[src/rtl/move_resolver.sv]
// Move resolver: table lookup of damage/accuracy, LFSR accuracy roll, saturating HP update.
// Optional critical hits (double damage on crit_roll == 0) are enabled by defining MOVE_RESOLVER_CRIT_EN.
module move_resolver #(
  parameter int               MOVE_BITS = 2,
  parameter int               DMG_W     = 4,
  parameter int               ACC_W     = 4,
  parameter int               HP_W      = 8,
  parameter int               HP_MAX    = 100,
  parameter logic [(2**MOVE_BITS)*DMG_W-1:0] DMG_TABLE = {4'd10, 4'd7, 4'd5, 4'd3},
  parameter logic [(2**MOVE_BITS)*ACC_W-1:0] ACC_TABLE = {4'd7, 4'd9, 4'd12, 4'd15},
  parameter logic [15:0]      LFSR_SEED = 16'hACE1
) (
  input  logic                 clk,
  input  logic                 reset,
  input  logic                 start,
  input  logic [MOVE_BITS-1:0] move,
  input  logic                 hp_load,
  input  logic [HP_W-1:0]      hp_init,
  output logic                 busy,
  output logic                 done,
  output logic                 hit,
  output logic                 crit,
  output logic [HP_W-1:0]      dmg_dealt,
  output logic [HP_W-1:0]      hp,
  output logic                 fainted
);

  typedef enum logic [2:0] {
    S_IDLE   = 3'd0,
    S_LOOKUP = 3'd1,
    S_ROLL   = 3'd2,
    S_APPLY  = 3'd3,
    S_DONE   = 3'd4
  } state_t;

  // Fibonacci LFSR, polynomial x^16+x^14+x^13+x^11+1, shifting toward bit 0.
  function automatic logic [15:0] lfsr_next(input logic [15:0] s);
    logic fb;
    fb = s[0] ^ s[2] ^ s[3] ^ s[5];
    return {fb, s[15:1]};
  endfunction

  state_t                 state_q, state_d;
  logic [15:0]            lfsr_q, lfsr_d;
  logic [MOVE_BITS-1:0]   move_q, move_d;
  logic [DMG_W-1:0]       dmg_q, dmg_d;
  logic [ACC_W-1:0]       accu_q, accu_d;
  logic [ACC_W-1:0]       roll_q, roll_d;
  logic                   hit_n_q, hit_n_d;
  logic [HP_W-1:0]        dealt_n_q, dealt_n_d;
  logic [HP_W-1:0]        hp_q, hp_d;
  logic                   fainted_q, fainted_d;
  logic                   busy_q, busy_d;
  logic                   done_q, done_d;
  logic                   hit_q, hit_d;
  logic [HP_W-1:0]        dmg_dealt_q, dmg_dealt_d;
  logic [HP_W-1:0]        eff_s;
  logic [HP_W-1:0]        dealt_s;
  int                     tbl_idx_s;
`ifdef MOVE_RESOLVER_CRIT_EN
  logic [3:0]             crit_roll_q, crit_roll_d;
  logic                   crit_n_q, crit_n_d;
  logic                   crit_q, crit_d;
  logic [DMG_W:0]         dbl_s;
`endif

  assign tbl_idx_s = int'(move_q);

  // Effective damage and the amount actually removed, clipped so HP never wraps.
  always_comb begin
`ifdef MOVE_RESOLVER_CRIT_EN
    dbl_s = {dmg_q, 1'b0};
    if (!hit_n_q) begin
      eff_s = {HP_W{1'b0}};
    end else if (crit_n_q) begin
      eff_s = HP_W'(dbl_s);
    end else begin
      eff_s = HP_W'(dmg_q);
    end
`else
    if (hit_n_q) begin
      eff_s = HP_W'(dmg_q);
    end else begin
      eff_s = {HP_W{1'b0}};
    end
`endif
    if (eff_s > hp_q) begin
      dealt_s = hp_q;
    end else begin
      dealt_s = eff_s;
    end
  end

  // Next-state and next-output logic for the resolution sequence.
  always_comb begin
    state_d     = state_q;
    lfsr_d      = lfsr_next(lfsr_q);
    move_d      = move_q;
    dmg_d       = dmg_q;
    accu_d      = accu_q;
    roll_d      = roll_q;
    hit_n_d     = hit_n_q;
    dealt_n_d   = dealt_n_q;
    hp_d        = hp_q;
    fainted_d   = fainted_q;
    hit_d       = hit_q;
    dmg_dealt_d = dmg_dealt_q;
`ifdef MOVE_RESOLVER_CRIT_EN
    crit_roll_d = crit_roll_q;
    crit_n_d    = crit_n_q;
    crit_d      = crit_q;
`endif
    case (state_q)
      S_IDLE: begin
        // hp_load has priority; a start in the same cycle is dropped.
        if (hp_load) begin
          hp_d      = hp_init;
          fainted_d = (hp_init == {HP_W{1'b0}});
        end else if (start && !fainted_q) begin
          move_d  = move;
          state_d = S_LOOKUP;
        end else begin
          state_d = S_IDLE;
        end
      end
      S_LOOKUP: begin
        dmg_d   = DMG_TABLE[tbl_idx_s*DMG_W +: DMG_W];
        accu_d  = ACC_TABLE[tbl_idx_s*ACC_W +: ACC_W];
        roll_d  = lfsr_q[ACC_W-1:0];
`ifdef MOVE_RESOLVER_CRIT_EN
        crit_roll_d = lfsr_q[7:4];
`endif
        state_d = S_ROLL;
      end
      S_ROLL: begin
        hit_n_d = (roll_q <= accu_q);
`ifdef MOVE_RESOLVER_CRIT_EN
        crit_n_d = (roll_q <= accu_q) && (crit_roll_q == 4'b0000);
`endif
        state_d = S_APPLY;
      end
      S_APPLY: begin
        dealt_n_d = dealt_s;
        hp_d      = hp_q - dealt_s;
        fainted_d = (hp_q == dealt_s);
        state_d   = S_DONE;
      end
      S_DONE: begin
        hit_d       = hit_n_q;
        dmg_dealt_d = dealt_n_q;
`ifdef MOVE_RESOLVER_CRIT_EN
        crit_d      = crit_n_q;
`endif
        state_d     = S_IDLE;
      end
      default: begin
        state_d = S_IDLE;
      end
    endcase
    busy_d = (state_d != S_IDLE);
    done_d = (state_q == S_DONE);
  end

  // State and output registers; reset aborts any in-flight resolution.
  always_ff @(posedge clk) begin
    if (reset) begin
      state_q     <= S_IDLE;
      lfsr_q      <= LFSR_SEED;
      move_q      <= {MOVE_BITS{1'b0}};
      dmg_q       <= {DMG_W{1'b0}};
      accu_q      <= {ACC_W{1'b0}};
      roll_q      <= {ACC_W{1'b0}};
      hit_n_q     <= 1'b0;
      dealt_n_q   <= {HP_W{1'b0}};
      hp_q        <= HP_W'(HP_MAX);
      fainted_q   <= 1'b0;
      busy_q      <= 1'b0;
      done_q      <= 1'b0;
      hit_q       <= 1'b0;
      dmg_dealt_q <= {HP_W{1'b0}};
`ifdef MOVE_RESOLVER_CRIT_EN
      crit_roll_q <= 4'b0000;
      crit_n_q    <= 1'b0;
      crit_q      <= 1'b0;
`endif
    end else begin
      state_q     <= state_d;
      lfsr_q      <= lfsr_d;
      move_q      <= move_d;
      dmg_q       <= dmg_d;
      accu_q      <= accu_d;
      roll_q      <= roll_d;
      hit_n_q     <= hit_n_d;
      dealt_n_q   <= dealt_n_d;
      hp_q        <= hp_d;
      fainted_q   <= fainted_d;
      busy_q      <= busy_d;
      done_q      <= done_d;
      hit_q       <= hit_d;
      dmg_dealt_q <= dmg_dealt_d;
`ifdef MOVE_RESOLVER_CRIT_EN
      crit_roll_q <= crit_roll_d;
      crit_n_q    <= crit_n_d;
      crit_q      <= crit_d;
`endif
    end
  end

  assign busy      = busy_q;
  assign done      = done_q;
  assign hit       = hit_q;
  assign dmg_dealt = dmg_dealt_q;
  assign hp        = hp_q;
  assign fainted   = fainted_q;
`ifdef MOVE_RESOLVER_CRIT_EN
  assign crit      = crit_q;
`else
  assign crit      = 1'b0;
`endif

endmodule

[config.mk]
export PLATFORM = sky130hd
export DESIGN_NAME = move_resolver
export DESIGN_NICKNAME = d
export VERILOG_FILES = /design/src/rtl/move_resolver.sv
export SDC_FILE = /design/constraint.sdc
export NUM_CORES = 1
export LEC_CHECK = 0
export ABC_AREA = 1
export CAP_MARGIN = 20
export CORE_AREA = 4 4 78 80
export CTS_CLUSTER_DIAMETER = 120
export DETAILED_ROUTE_END_ITERATION = 10
export DIE_AREA = 0 0 82 84
export PLACE_DENSITY = 0.73
export SYNTH_ARGS = -nofsm -noshare
export SYNTH_HDL_FRONTEND = slang
export SYNTH_SLANG_ARGS = --single-unit
[constraint.sdc]
create_clock -name clk -period 3.9 [get_ports clk]
set_input_delay 0.585 -clock clk [delete_from_list [all_inputs] [get_ports clk]]
set_output_delay 0.585 -clock clk [all_outputs]
set_load 0.01 [all_outputs]
==> impl_metrics.csv, run 1 <==
group,metric,value,unit
floorplan,die_area,6890,sq um
clock_tree,htree_levels,3,
clock_tree,cts_setup_buffers,0,
floorplan,num_rows,27,
flow_run,max_cap_viol_count,0,
finish,num-fill-cells,474,
power_and_ir_drop,intPower,1.07,mW
drt,routed_wl,5620,um
yosys,yosysUniqueCellTypes,34,
place,io_buffer_count,33,
power_and_ir_drop,p_sw,0.383,mW
drt,drcViolationCount,0,
finish,drive_above_1_share,9.44,%
finish,final_nets,418,
worst_setup_path,path_class,"reg -> reg",
clock_tree,root_buffer,"clkbuf_8",
global_routing,antenna_found_initial,0,
sta,setup_violations,0,
sta,fmax,344,MHz
sta,relSlewSlack,50.6,%
global_routing,grt_overflow,0,
yosys,async_reset_ff_share,0,%
worst_setup_path,start_kind,"register",
worst_setup_path,critical_path_arrival,3.13,ns
sta,min_period,2.91,ns
drt,via_per_inst,4.98,
power_and_ir_drop,comb_power_share,14.4,%
drt,via_count,2310,
finish,antennaDiodeCount,0,
sta,worst_hold_slack,0.401,ns
power_and_ir_drop,totalPowerFinal,1.46,mW
global_routing,grt_first_pass_wirelength,9850,um
yosys,synth-edff-count,0,
floorplan,io_pins,35,
sta,finalHoldViolations,0,
yosys,synthCells,351,
finish,synthToLayoutAreaGrowth,21.3,%
finish,layout_common_cells,"dfxtp_1 (60), nor2_1 (54), nand2_1 (52)",
yosys,synth_area,2710,sq um
clock_tree,clockBufferDepth,2,
power_and_ir_drop,p_leak,1.48,nW
power_and_ir_drop,pwr-share-clk,38.7,%
clock_tree,cts_buffers,9,
finish,seqCellArea,1200,sq um
clock_tree,clk_latency,0.33,ns
finish,multiInputGateArea,1270,sq um
worst_setup_path,cp-end-kind,"register",
global_routing,grt_max_degree,34,
finish,utilization,60.7,%
global_routing,grt_use_total,18.4,%
clock_tree,cts_tree,"done",
floorplan,die_x,82,um
drt,wl_per_cell,12.1,um
clock_tree,clk_pin_slew,0.07,ns
finish,final_common_cell,"dfxtp_1",
power_and_ir_drop,p_seq_share,46.8,%
power_and_ir_drop,cellPowerDensity,444,nW/um^2
worst_setup_path,worstPathRequired,4.13,ns
floorplan,initial_utilization,50.0,%
yosys,synthFlopType,"dfxtp_1",
sta,slew_viol_final,0,
place,gp_congestion,0.891,
clock_tree,hold_buffers,0,
global_routing,grt_pass1_vias,2179,
sta,rsz0062_at_grt,"false",
power_and_ir_drop,max-vdd-ir-drop,277,uV
yosys,ys_warn_count,0,
sta,finalCritPeriodShare,74.5,%
sta,tns,0,ns
sta,skew,0.00879,ns
min_path,hold_class,"reg -> reg",
sta,worstMarginPinSlew,0.741,ns
clock_tree,cts_resized,0,
floorplan,core_area,5410,sq um
power_and_ir_drop,p_sw_share,26.3,%
worst_setup_path,critPathMaxFanout,8,
clock_tree,cts_sinks,60,
run_status,outcome,"complete, no violations",
yosys,synth-seq-area-share,44.4,%
yosys,avgSynthCellArea,7.71,sq um
floorplan,die_h,84,um
drt,ant_nets,0,
drt,drt_iter0_drc,93,
place,hpwl,3890,um
drt,drtPass1Iterations,4,
yosys,synth_seq_cells,60,
yosys,syn_nets,382,
final cells by class:
cell class | instances | share of cell area [%]
clock buffer | 12 | 4.73
sequential | 60 | 36.6
inverter | 48 | 5.49
multi-input combinational | 234 | 38.7
clock inverter | 4 | 1.45
tap | 72 | 2.74
timing repair buffer | 34 | 10.3
metal layers:
layer	track usage [%]	vias to the layer above	wire length, um
li1	-	1197	-
met1	23.7	1055	2770
met2	27.3	51	2450
met3	7.24	7	331
met4	6.80	0	66
met5	0	-	0
synthesized netlist by cell type, types with 2 or more instances:
library cell  instances  area share [%]
inv_1                41             5.7
o21a_1                3            0.83
clkbuf_1              4            0.55
a31oi_1               3            0.69
or2_2                 7             1.6
nor2_2                2            0.46
nand3_1              18             3.3
nor3_1                3            0.55
nand2_1              52             7.2
nand2_4               2            0.83
dfxtp_1              60              44
nand4_1               4            0.92
nor2_1               54             7.5
buf_4                 3            0.83
o21ai_0              29             5.4
nor4_1                2            0.46
o21ai_1               3            0.55
inv_2                 7            0.97
ha_1                 16             7.4
xor2_1                3            0.97
a21oi_1              22             4.1
final timing paths:
check	start	to	slack [ns]	cells past startpoint
hold reg to reg	lfsr_q[10]	lfsr_q[9]	0.40	2
setup / recovery	hp[1]	hp[6]	0.99	17
hold / removal	lfsr_q[10]	lfsr_q[9]	0.40	2
setup reg to reg	hp[1]	hp[6]	0.99	17
critical path: stages, from the launching register on:
cell and delay, ns:
dfxtp_1 0.47, inv_1 0.09, ha_1 0.31, a21oi_1 0.07, o21ai_0 0.16, nand2_1 0.19
inv_1 0.17, nand2_1 0.08, nand2_1 0.07, ha_1 0.13, inv_1 0.05, fa_1 0.40
nand3_1 0.09, nand3_1 0.10, nor2_1 0.13, xor2_1 0.08, o21ai_0 0.14, nand2_1 0.06
stage by stage:
step	area (sq um)	cells	setup slack, ns
after floorplan	2710	351	1.26
after global placement	3080	448	1.17
after detailed placement	3080	448	1.06
after CTS	3280	464	1.04
after global routing	3280	464	0.651
final	3280	464	0.994
sequential cells by signal, summed over array words and instances (netlist names):
| register | cells |
|---|---|
| fainted | 1 |
| busy | 1 |
| dmg_dealt | 8 |
| hit | 1 |
| move_q | 2 |
| hp | 8 |
| done | 1 |
| accu_q | 2 |
| hit_n_q | 1 |
| lfsr_q | 16 |
| dmg_q | 4 |
| dealt_n_q | 8 |
| state_q | 3 |
| roll_q | 4 |
kinds of logic after synthesis:
kind of cell,after synthesis,synth area share (%)
flip-flops,60,44.4
AND/OR/NAND/NOR,150,25.3
adder cells (fa/ha/maj),17,8.14
buffers and inverters,57,8.65
XOR/XNOR,4,1.30
AO/OA/AOI/OAI,62,12.1
other,1,0.139
power groups by stage:
| stage | logic [mW] | registers (mW) | clock network [mW] |
|---|---|---|---|
| after floorplan | 0.137 | 0.693 | 0 |
| after global placement | 0.206 | 0.694 | 0 |
| after detailed placement | 0.209 | 0.694 | 0 |
| after CTS | 0.211 | 0.681 | 0.577 |
| after global routing | 0.241 | 0.686 | 0.603 |
| final | 0.210 | 0.682 | 0.564 |
(Power assumes the default switching activity.)
==> inputs of run 2 (changes only) <==
Settings changed: CORE_AREA 4 4 78 80 to 4 4 80 82, DIE_AREA 0 0 82 84 to 0 0 84 86.
Clock period 3.9 ns to 2.6 ns, I/O delays scaled along.
==> impl_metrics.csv, run 2 (synthesis gave the netlist of run 1 again) <==
group,metric,value,unit
floorplan,initial_utilization,47.1,%
clock_tree,cts_tree,"done",
finish,final_design_area_no_fill,3550,sq um
sta,fmax,390,MHz
finish,final_nets,428,
run_status,outcome,"complete, no violations",
global_routing,grt_overflow,0,
drt,via_per_inst,5.07,
power_and_ir_drop,pwr-share-clk,39.7,%
sta,finalCritPeriodShare,98.5,%
power_and_ir_drop,max-vdd-ir-drop,376,uV
clock_tree,clockBufferDepth,2,
floorplan,core_area,5750,sq um
floorplan,die_x,84,um
global_routing,antenna_found_initial,0,
finish,synthToLayoutAreaGrowth,31.2,%
sta,slew_viol_final,0,
worst_setup_path,worstPathRequired,2.83,ns
drt,wl_per_cell,13.8,um
drt,drtPass1Iterations,7,
clock_tree,cts_sinks,60,
sta,setup_violations,0,
worst_setup_path,start_kind,"register",
min_path,hold_class,"reg -> reg",
worst_setup_path,critical_path_arrival,2.80,ns
finish,drive_above_1_share,20.1,%
floorplan,die_area,7220,sq um
power_and_ir_drop,p_leak,1.56,nW
finish,largest_reg_flops,16,
drt,drt_iter0_drc,119,
sta,worstMarginPinSlew,0.732,ns
sta,finalHoldViolations,0,
floorplan,io_pins,35,
sta,skew,0.00952,ns
sta,min_period,2.56,ns
clock_tree,root_buffer,"clkbuf_8",
worst_setup_path,path_class,"reg -> reg",
drt,via_count,2418,
sta,relSlewSlack,51.2,%
finish,antennaDiodeCount,0,
power_and_ir_drop,intPower,1.72,mW
finish,top_register,"lfsr_q",
clock_tree,clk_pin_slew,0.07,ns
floorplan,die_h,86,um
sta,rsz0062_at_grt,"true",
power_and_ir_drop,p_sw,0.629,mW
global_routing,grt_use_total,18.5,%
place,gp_congestion,0.857,
drt,ant_nets,0,
power_and_ir_drop,p_sw_share,26.8,%
worst_setup_path,cp-end-kind,"register",
power_and_ir_drop,cellPowerDensity,662,nW/um^2
finish,utilization,61.8,%
drt,drcViolationCount,0,
clock_tree,clk_latency,0.34,ns
flow_run,max_cap_viol_count,0,
place,hpwl,4370,um
power_and_ir_drop,p_seq_share,43.3,%
finish,final_common_cell,"dfxtp_1",
clock_tree,cts_buffers,9,
power_and_ir_drop,comb_power_share,17.0,%
global_routing,grt_first_pass_wirelength,10500,um
worst_setup_path,critPathMaxFanout,5,
floorplan,num_rows,28,
place,dpl-instance-area,3150,sq um
clock_tree,htree_levels,3,
place,io_buffer_count,33,
finish,layout_common_cells,"dfxtp_1 (57), nor2_1 (52), nand2_1 (42)",
global_routing,grt_max_degree,33,
drt,routed_wl,6560,um
global_routing,grt_pass1_vias,2315,
-- run 2: changes by cell type in the layout (fill, tap and decap cells not counted), moves of 3 or more --
| cell | change |
|---|---|
| nand2_1 | -10 |
| buf_4 | +9 |
| nand2_2 | +9 |
| ha_1 | -7 |
| ha_4 | +6 |
| inv_1 | -4 |
| inv_2 | +4 |
| nand3_1 | -4 |
| nand3_2 | +4 |
| dfxtp_1 | -3 |
-- run 2: per-layer routing --
layer / vias to the layer above / global-route usage [%] / share of wire [%]
li1: 1211 / - / -
met1: 1095 / 21.9 / 43
met2: 81 / 30.2 / 46
met3: 31 / 5.96 / 5.6
met4: 0 / 9.06 / 5.1
met5: - / 0 / 0
-- run 2: per-stage QoR --
stage	worst slack [ns]	hold slack [ns]	setup TNS (ns)	power, mW	cells
after floorplan	0.00878	0.388	0	1.25	351
after global placement	0.0982	0.392	0	1.37	460
after detailed placement	-0.00721	0.396	-0.0108	1.38	460
after CTS	0.00128	0.399	0	2.31	476
after global routing	-0.0760	0.413	-0.133	2.46	477
final	0.0379	0.398	0	2.35	477
-- run 2: timing repair --
action                                  CTS  global route
buffers inserted                          0             1
resized for setup                         1            40
pin swaps                                 0            18
hold buffers                              0             0
endpoints found under the setup margin    2             7
-- run 2: worst paths after layout --
check | from | end | slack, ns | depth (start not counted)
setup / recovery | hit_n_q | hp[6] | 0.04 | 18
hold reg to reg | lfsr_q[4] | lfsr_q[3] | 0.40 | 2
setup reg to reg | hit_n_q | hp[6] | 0.04 | 18
hold / removal | lfsr_q[4] | lfsr_q[3] | 0.40 | 2
-- run 2: layout make-up --
cell class	count	area (sq um)
Clock inverter	6	87.6
Inverter	48	180
Timing Repair Buffer	44	417
Fill cell	511	2200
Clock buffer	10	138
Multi-Input combinational cell	234	1430
Tap cell	75	93.8
Sequential cell	60	1210
-- run 2: power by group through the flow --
stage | clock network (mW) | logic (mW) | registers, mW
2_1_floorplan | 0 | 0.206 | 1.04
3_3_place_gp | 0 | 0.334 | 1.03
3_5_place_dp | 0 | 0.344 | 1.03
4_1_cts | 0.952 | 0.347 | 1.01
5_1_grt | 0.992 | 0.444 | 1.02
6_report | 0.933 | 0.400 | 1.02
-- run 2: worst max-delay path, cell delays in order, from the launching register on --
cell     delay [ns]
dfxtp_4        0.37
nand2_2        0.07
inv_2          0.05
ha_4           0.25
nand2_2        0.05
o21ai_1        0.13
nand2_1        0.13
inv_1          0.09
nand2_1        0.07
nand2_1        0.07
ha_2           0.17
inv_2          0.05
fa_2           0.37
nand3_2        0.09
nand3_2        0.09
nor2_2         0.12
xor2_1         0.07
o21ai_1        0.15
nand2_1        0.06
==> inputs of run 3 (changes only) <==
Settings changed: TNS_END_PERCENT set to 10.
==> results of run 3 <==
No change in the layout: final DEF, timing and power equal those of run 2.
